**config.mk**
```make
export PLATFORM = sky130hd
export DESIGN_NAME = arbitro_vc
export DESIGN_NICKNAME = d
export VERILOG_FILES = /design/src/rtl/arbitro_vc_pkg.sv /design/src/rtl/arbitro_vc.sv
export SDC_FILE = /design/constraint.sdc
export NUM_CORES = 1
export LEC_CHECK = 0
export ABC_AREA = 0
export CORE_AREA = 4 4 51 53
export DETAILED_ROUTE_END_ITERATION = 10
export DIE_AREA = 0 0 55 57
export GPL_ROUTABILITY_DRIVEN = 1
export HOLD_SLACK_MARGIN = 0.15
export PLACE_DENSITY = 0.78
export SYNTH_ARGS = -nofsm -noshare
export SYNTH_HDL_FRONTEND = slang
export SYNTH_SLANG_ARGS = --single-unit
```
**constraint.sdc**
```tcl
create_clock -name clk -period 2.6 [get_ports clk]
set_input_delay 0.52 -clock clk [delete_from_list [all_inputs] [get_ports clk]]
set_output_delay 0.52 -clock clk [all_outputs]
set_load 0.05 [all_outputs]
```
**src/rtl/arbitro_vc_pkg.sv**
```systemverilog
// Shared types and constants for the arbitro_vc weighted round-robin VC scheduler.
// Optional stall counter is enabled with the ARB_STALL_CNT_EN macro (see arbitro_vc.sv).
package arbitro_vc_pkg;

    localparam int unsigned DATA_W_DEF = 6;
    localparam int unsigned CREDIT_W   = 4;
    localparam int unsigned STALL_W    = 8;

    typedef enum logic [1:0] {
        IDLE    = 2'b00,
        RUN_VC0 = 2'b01,
        RUN_VC1 = 2'b10
    } arb_state_e;

    // The destination select is always the MSB of a word.
    function automatic int unsigned dest_bit(input int unsigned data_w);
        return data_w - 1;
    endfunction

endpackage

```
**src/rtl/arbitro_vc.sv**
```systemverilog
// Weighted round-robin scheduler moving words from VC0/VC1 FIFOs into D0/D1 FIFOs.
// Define ARB_STALL_CNT_EN to add the saturating stall_cnt output.
module arbitro_vc
    import arbitro_vc_pkg::*;
#(
    parameter int unsigned DATA_W     = DATA_W_DEF,
    parameter int unsigned VC0_WEIGHT = 4
) (
    input  logic              clk,
    input  logic              reset,
    input  logic              active,
    input  logic [DATA_W-1:0] vc0_data,
    input  logic              vc0_empty,
    output logic              vc0_pop,
    input  logic [DATA_W-1:0] vc1_data,
    input  logic              vc1_empty,
    output logic              vc1_pop,
    input  logic              d0_almost_full,
    input  logic              d1_almost_full,
    output logic [DATA_W-1:0] d_data,
    output logic              d0_push,
    output logic              d1_push,
    output logic              grant_vc
`ifdef ARB_STALL_CNT_EN
    ,
    output logic [STALL_W-1:0] stall_cnt
`endif
);

    localparam int unsigned DST = dest_bit(DATA_W);

    arb_state_e           state_q, state_d;
    logic [CREDIT_W-1:0]  credit_q, credit_d;
    logic [DATA_W-1:0]    d_data_q, d_data_d;
    logic                 d0_push_q, d0_push_d;
    logic                 d1_push_q, d1_push_d;
    logic                 grant_q, grant_d;

    logic                 dst0, dst1;
    logic                 elig0, elig1;
    logic                 pop0, pop1;
    logic                 last_vc0_slot;

    // A VC is eligible only if its head word's destination can accept one more word.
    assign dst0  = vc0_data[DST];
    assign dst1  = vc1_data[DST];
    assign elig0 = active & ~vc0_empty & ~(dst0 ? d1_almost_full : d0_almost_full);
    assign elig1 = active & ~vc1_empty & ~(dst1 ? d1_almost_full : d0_almost_full);

    assign last_vc0_slot = ((credit_q + CREDIT_W'(1)) == CREDIT_W'(VC0_WEIGHT));

    // Next-state, credit and grant decision.
    always_comb begin
        state_d  = state_q;
        credit_d = credit_q;
        pop0     = 1'b0;
        pop1     = 1'b0;

        if (!active) begin
            state_d  = IDLE;
            credit_d = '0;
        end else begin
            unique case (state_q)
                IDLE: begin
                    state_d  = RUN_VC0;
                    credit_d = '0;
                end
                RUN_VC0: begin
                    if (elig0) begin
                        pop0 = 1'b1;
                        if (last_vc0_slot) begin
                            state_d  = RUN_VC1;
                            credit_d = '0;
                        end else begin
                            credit_d = credit_q + CREDIT_W'(1);
                        end
                    end else if (elig1) begin
                        pop1 = 1'b1;
                    end
                end
                RUN_VC1: begin
                    if (elig1) begin
                        pop1     = 1'b1;
                        state_d  = RUN_VC0;
                        credit_d = '0;
                    end else if (elig0) begin
                        pop0 = 1'b1;
                        if (VC0_WEIGHT == 1) begin
                            state_d  = RUN_VC1;
                            credit_d = '0;
                        end else begin
                            state_d  = RUN_VC0;
                            credit_d = CREDIT_W'(1);
                        end
                    end
                end
                default: begin
                    state_d  = IDLE;
                    credit_d = '0;
                end
            endcase
        end
    end

    assign vc0_pop = pop0 & ~reset;
    assign vc1_pop = pop1 & ~reset;

    // Output stage: the popped word lands one cycle later, routed by its MSB.
    always_comb begin
        d_data_d  = d_data_q;
        grant_d   = grant_q;
        d0_push_d = 1'b0;
        d1_push_d = 1'b0;
        if (pop0) begin
            d_data_d  = vc0_data;
            grant_d   = 1'b0;
            d0_push_d = ~dst0;
            d1_push_d = dst0;
        end else if (pop1) begin
            d_data_d  = vc1_data;
            grant_d   = 1'b1;
            d0_push_d = ~dst1;
            d1_push_d = dst1;
        end
    end

    always_ff @(posedge clk or posedge reset) begin
        if (reset) begin
            state_q   <= IDLE;
            credit_q  <= '0;
            d_data_q  <= '0;
            d0_push_q <= 1'b0;
            d1_push_q <= 1'b0;
            grant_q   <= 1'b0;
        end else begin
            state_q   <= state_d;
            credit_q  <= credit_d;
            d_data_q  <= d_data_d;
            d0_push_q <= d0_push_d;
            d1_push_q <= d1_push_d;
            grant_q   <= grant_d;
        end
    end

    assign d_data   = d_data_q;
    assign d0_push  = d0_push_q;
    assign d1_push  = d1_push_q;
    assign grant_vc = grant_q;

`ifdef ARB_STALL_CNT_EN
    logic [STALL_W-1:0] stall_q;
    logic               stall_inc;

    // Cycles where work is waiting but nothing could be forwarded.
    assign stall_inc = (state_q != IDLE) & active & (~vc0_empty | ~vc1_empty) & ~pop0 & ~pop1;

    always_ff @(posedge clk or posedge reset) begin
        if (reset) begin
            stall_q <= '0;
        end else if (stall_inc && (stall_q != '1)) begin
            stall_q <= stall_q + STALL_W'(1);
        end
    end

    assign stall_cnt = stall_q;
`endif

endmodule

```
; After elaboration in Yosys (flattened, before gate mapping)
; Index checks and enable logic that the tools add are counted.
[totals]
register_bits = 15
in_bits = 19
out_inout_bits = 11
wordCells = 60
[op_classes]
n_addsub = 1
eq_ne = 6
n_mux = 30
n_bitwise = 13
n_reduce_logical = 4
[op_table]
columns = op, n
row1 = $mux 4, 5
row2 = $mux 1, 14
row3 = $mux 6, 2
row4 = $mux 2, 5
row5 = $pmux 4 s2, 1
row6 = $not 1->1, 7
row7 = $and 1x1->1, 6
row8 = $ne 3x3->1 const B, 2
row9 = $pmux 2 s3, 1
row10 = $add 4x1->4 const B, 1
row11 = $eq 4x3->1 const B, 1
row12 = $ne 4x4->1 const B, 1
row13 = $pmux 1 s2, 2
row14 = $reduce_and 3->1, 1
row15 = $eq 2x1->1 const B, 1
row16 = $eq 2x2->1 const B, 1
row17 = $logic_not 2->1, 1
row18 = $reduce_and 2->1, 1
row19 = $reduce_bool 2->1, 1

; Logic depth before layout (Yosys ltp)
[logic_depth]
depth_word = 9
mapped_depth = 7
ltp_nobuf = 7

; Worst setup path after synthesis
; OpenSTA, ideal clock, no wires.
[synth_timing]
path_type = input-to-output
start = input port vc1_data[5]
end = output port vc1_pop
arrival_time_ns = 2.725
t_required_ns = 2.080
slack_ns = -0.645
path_stages = 3
path_buffers = 0
cell_sequence = mux2_4 nor3b_1 nor4bb_1
[synth_via]
elab_chain_cells = 8
[synth_rtl]
columns = element, line_no
row1 = "start, declared", arbitro_vc.sv:15  ; input logic [DATA_W-1:0] vc1_data,
row2 = $mux 1 (*), arbitro_vc.sv:48  ; assign elig1 = active & ~vc1_empty & ~(dst1 ? d1_almost_full : d0_almost_full);
row3 = $not 1->1 (*), arbitro_vc.sv:48
row4 = $and 1x1->1 (*), arbitro_vc.sv:48
row5 = $mux 1 (*), "arbitro_vc.sv:77, arbitro_vc.sv:82"
row6 = $mux 1, arbitro_vc.sv:69  ; if (elig0) begin
row7 = $pmux 1 s2 (*), arbitro_vc.sv:63  ; unique case (state_q)
row8 = $mux 1 (*), arbitro_vc.sv:59  ; if (!active) begin
row9 = $and 1x1->1 (*), arbitro_vc.sv:106  ; assign vc1_pop = pop1 & ~reset;
row10 = "end, declared", arbitro_vc.sv:17  ; output logic vc1_pop,
; Every way passes the cells marked *; elsewhere a longest branch is shown, timed or not.

; Final worst setup path
[layout_timing]
start = input port vc1_data[5]
end = output port vc0_pop
[layout_via]
elab_chain_cells = 7
[layout_rtl]
columns = element, line_no
row1 = $mux 1, arbitro_vc.sv:48
row2 = $not 1->1, arbitro_vc.sv:48
row3 = $and 1x1->1, arbitro_vc.sv:48
row4 = $mux 1, arbitro_vc.sv:82  ; if (elig1) begin
row5 = $pmux 1 s2, arbitro_vc.sv:63
row6 = $mux 1, arbitro_vc.sv:59
row7 = $and 1x1->1, arbitro_vc.sv:105  ; assign vc0_pop = pop0 & ~reset;
row8 = "end, declared", arbitro_vc.sv:14  ; output logic vc0_pop,
; No other way between the ends.

==> results.toml <==
[floorplan]
ios = 30
row_count = 17
die_y_um = 57
dieArea_sq_um = 3140
start_util_pct = 43.2
core_area_sq_um = 2150
chipWidth_um = 55

[timing]
relSlewSlack_pct = 65.4
tightest_slew_ps = 517
holdWs_ps = 510
final-max-slew-violation-count = 0
setup_ws_ps = 53.7
setup-violations-final = 0
finalHoldViolations = 0
clock_skew_ps = 6.95
finalSetupTns_ps = 0
period_share_pct = 97.9
fmax_mhz = 393
post-route-min-period_ps = 2550
rsz0062_at_grt = "yes"

[routing]
drc = 0
drt_wl_total_mm = 2.33
drtPass1Iterations = 4
routed_via_density = 5.26
vias = 863
antenna_left = 0
post_drt_wl_per_cell_um = 14.2
drtIter0Drc = 10

[clock_tree]
tritoncts = "built"
cts.sink_count = 15
path_clk_slew_ps = 100
cts-root-buf = "clkbuf_4"
cts_hold_buf = 0
htree_num_levels = 1
numCtsBuffers = 3
clock_path_buffers = 2
clk_latency_ps = 290

[placed_design]
placed_cell_area_sq_um = 1330
routabilityCongestion = 0.790
dpl.hpwl_mm = 1.80
post-place-ws_ps = -284
place.port_buffers = 29
dp.cells = 158

[setup_path]
cp-start-kind = "input pin"
crit_type = "input pin to output pin"
max_stage_delay_ps = 460
r2r-start = "state_q[1]"
path_max_fanout = 2
slowest_stage = "or4b_1"
crit_arrival_ps = 2030
reg2reg_slack_ps = 280
cp_cell_sequence = "clkdlybuf4s15_1 > mux2_4 > or4b_1 > and4_1 > and2_1 > buf_6"
r2r_cells = 8
worstSetupEndpointType = "output pin"
regToRegEndpoint = "d_data[5]"
cp.required_ps = 2080

[pwr]
power.total_mw = 1.05
powerDensity_nw_per_um2 = 761
leakage_nw = 0.642
irDropWorstVdd_mv = 0.900

[global_route]
antenna_found_initial = 0
grtUsageTotal_pct = 16.6
first_global_vias = 889
grt_max_degree = 16
grt_pass1_wl_mm = 3.86
grt_overflow = 0

[cells_and_area]
finish.utilization_pct = 63.9
drive_gt1_share_pct = 16.2
nets = 162
finalInstanceArea_sq_um = 1370
area.growth.synth_to_final_pct = 48.2
fin_cells = 164
fill_cells = 179
diodes = 0

[synthesis]
yosysSeqAreaShare_pct = 40.5
synth-simple-area-share_pct = 20.5
synth_nets = 119
synthAdderAreaFrac_pct = 8.10
ys_seq_elements = 15
synthCells = 94
avgSynthCellArea_sq_um = 9.86
synth_compound_area_share_pct = 14.4
synth_xor_area_share_pct = 0
yosysWarnings = 0
synth_top_family_by_area = "simple AND/OR/NAND/NOR gates"
synth_area_sq_um = 927
yosysUniqueCellTypes = 32
synth.area.mux_share_pct = 12.4

[min_path]
min_to = "grant_vc"
hold_path.startpoint = "grant_vc"
hold_depth = 2
hold_class = "flop to flop"

[run]
maxCapViolCount = 0

[status]
outcome = "finished clean"
[cell type report]
| cell class | count | area (sq um) | area share (%) |
|---|---|---|---|
| clock buffers | 3 | 22.5 | 1.64 |
| flip-flops and latches | 15 | 375 | 27.3 |
| well taps | 28 | 35.0 | 2.55 |
| multi-input cells | 71 | 532 | 38.7 |
| repair buffers | 40 | 382 | 27.8 |
| inverters | 6 | 22.5 | 1.64 |
| clock inverters | 1 | 5.00 | 0.364 |
[flip-flops by register name (all words and copies together) (netlist names)]
signal    cells
d_data        6
credit_q      4
state_q       2
d0_push       1
d1_push       1
grant_vc      1
[worst max path at each step]
stage                            from      end  slack [ps]  cells past startpoint
after global routing      vc0_data[5]  vc0_pop         -20                      6
after CTS                  state_q[1]  vc0_pop          20                      6
after floorplan           vc1_data[5]  vc0_pop         160                      5
after detailed placement  vc1_data[5]  vc0_pop        -280                      6
final                     vc1_data[5]  vc0_pop          50                      6
after global placement    vc1_data[5]  vc0_pop        -250                      6
[placed cells by master (no fill, tap or decap), types with 2 or more instances in the layout]
| master | instances |
|---|---|
| clkdlybuf4s50_1 | 24 |
| clkbuf_4 | 3 |
| nand3_1 | 2 |
| nand2_1 | 8 |
| inv_1 | 6 |
| ha_1 | 5 |
| and3_1 | 2 |
| nor2b_1 | 2 |
| and2_1 | 3 |
| mux2i_1 | 7 |
| buf_4 | 11 |
| a21oi_1 | 8 |
| dlygate4sd2_1 | 2 |
| nor2_1 | 9 |
| nand3b_1 | 2 |
| a32o_1 | 2 |
| o21ai_1 | 2 |
| mux2_4 | 3 |
| dfrtp_1 | 15 |
[worst max-delay path, delay by kind of cell]
family	cells	cell delay [ps]
muxes	1	310
buffers and inverters	2	360
and+or+nand+nor	3	830
[power by group]
group          switching (mW)  internal (mW)
combinational           0.351          0.219
sequential             0.0413          0.297
clock                  0.0809         0.0571
total                   0.473          0.573
[timing repair]
| item | CTS | global route |
|---|---|---|
| pin swaps | 1 | 1 |
| gates resized for setup | 4 | 2 |
| buffers inserted | 1 | 1 |
| endpoints found under the setup margin | 2 | 2 |
[cell usage after synthesis]
| cell type | number | area, sq um |
|---|---|---|
| or4b_1 | 1 | 10.0 |
| o211ai_1 | 1 | 7.51 |
| nor2b_1 | 2 | 12.5 |
| a32oi_1 | 1 | 8.76 |
| nand4_1 | 1 | 6.26 |
| nor4bb_1 | 1 | 10.0 |
| inv_1 | 6 | 22.5 |
| buf_1 | 1 | 3.75 |
| a21boi_1 | 1 | 7.51 |
| and3_1 | 2 | 12.5 |
| a21oi_1 | 8 | 40.0 |
| mux2i_1 | 7 | 70.1 |
| and4_1 | 1 | 8.76 |
| a211o_1 | 1 | 8.76 |
| or2_1 | 1 | 6.26 |
| and3b_1 | 1 | 8.76 |
| o21ai_0 | 1 | 5.00 |
| mux2_4 | 3 | 45.0 |
| a31oi_1 | 1 | 6.26 |
| dfrtp_1 | 15 | 375 |
| o211a_1 | 1 | 10.0 |
| and2_1 | 3 | 18.8 |
| nor3b_1 | 1 | 7.51 |
| o311a_1 | 1 | 10.0 |
| nand3b_1 | 2 | 15.0 |
| nor2_1 | 9 | 33.8 |
| a32o_1 | 2 | 20.0 |
| nand2_1 | 8 | 30.0 |
| nand3_1 | 2 | 10.0 |
| ha_1 | 6 | 75.1 |
| o21ai_1 | 2 | 10.0 |
| buf_6 | 1 | 11.3 |
[metal layers]
layer  share of wire [%]  vias up  track usage, %
met5                   0        -               0
met4                 1.2        0            7.29
met3                 8.1        4            4.70
met2                  51       31            27.9
met1                  40      408            19.1
li1                    -      420               -
[cell families (layout without fill, tap and decap cells)]
kind of cell | Yosys count | count (layout)
AND/OR/NAND/NOR | 35 | 35
AO/OA/AOI/OAI | 20 | 20
flip-flops | 15 | 15
multiplexers | 10 | 10
buffers and inverters | 8 | 50
adder cells (fa/ha/maj) | 6 | 6
Power figures use the tool's default switching activity.
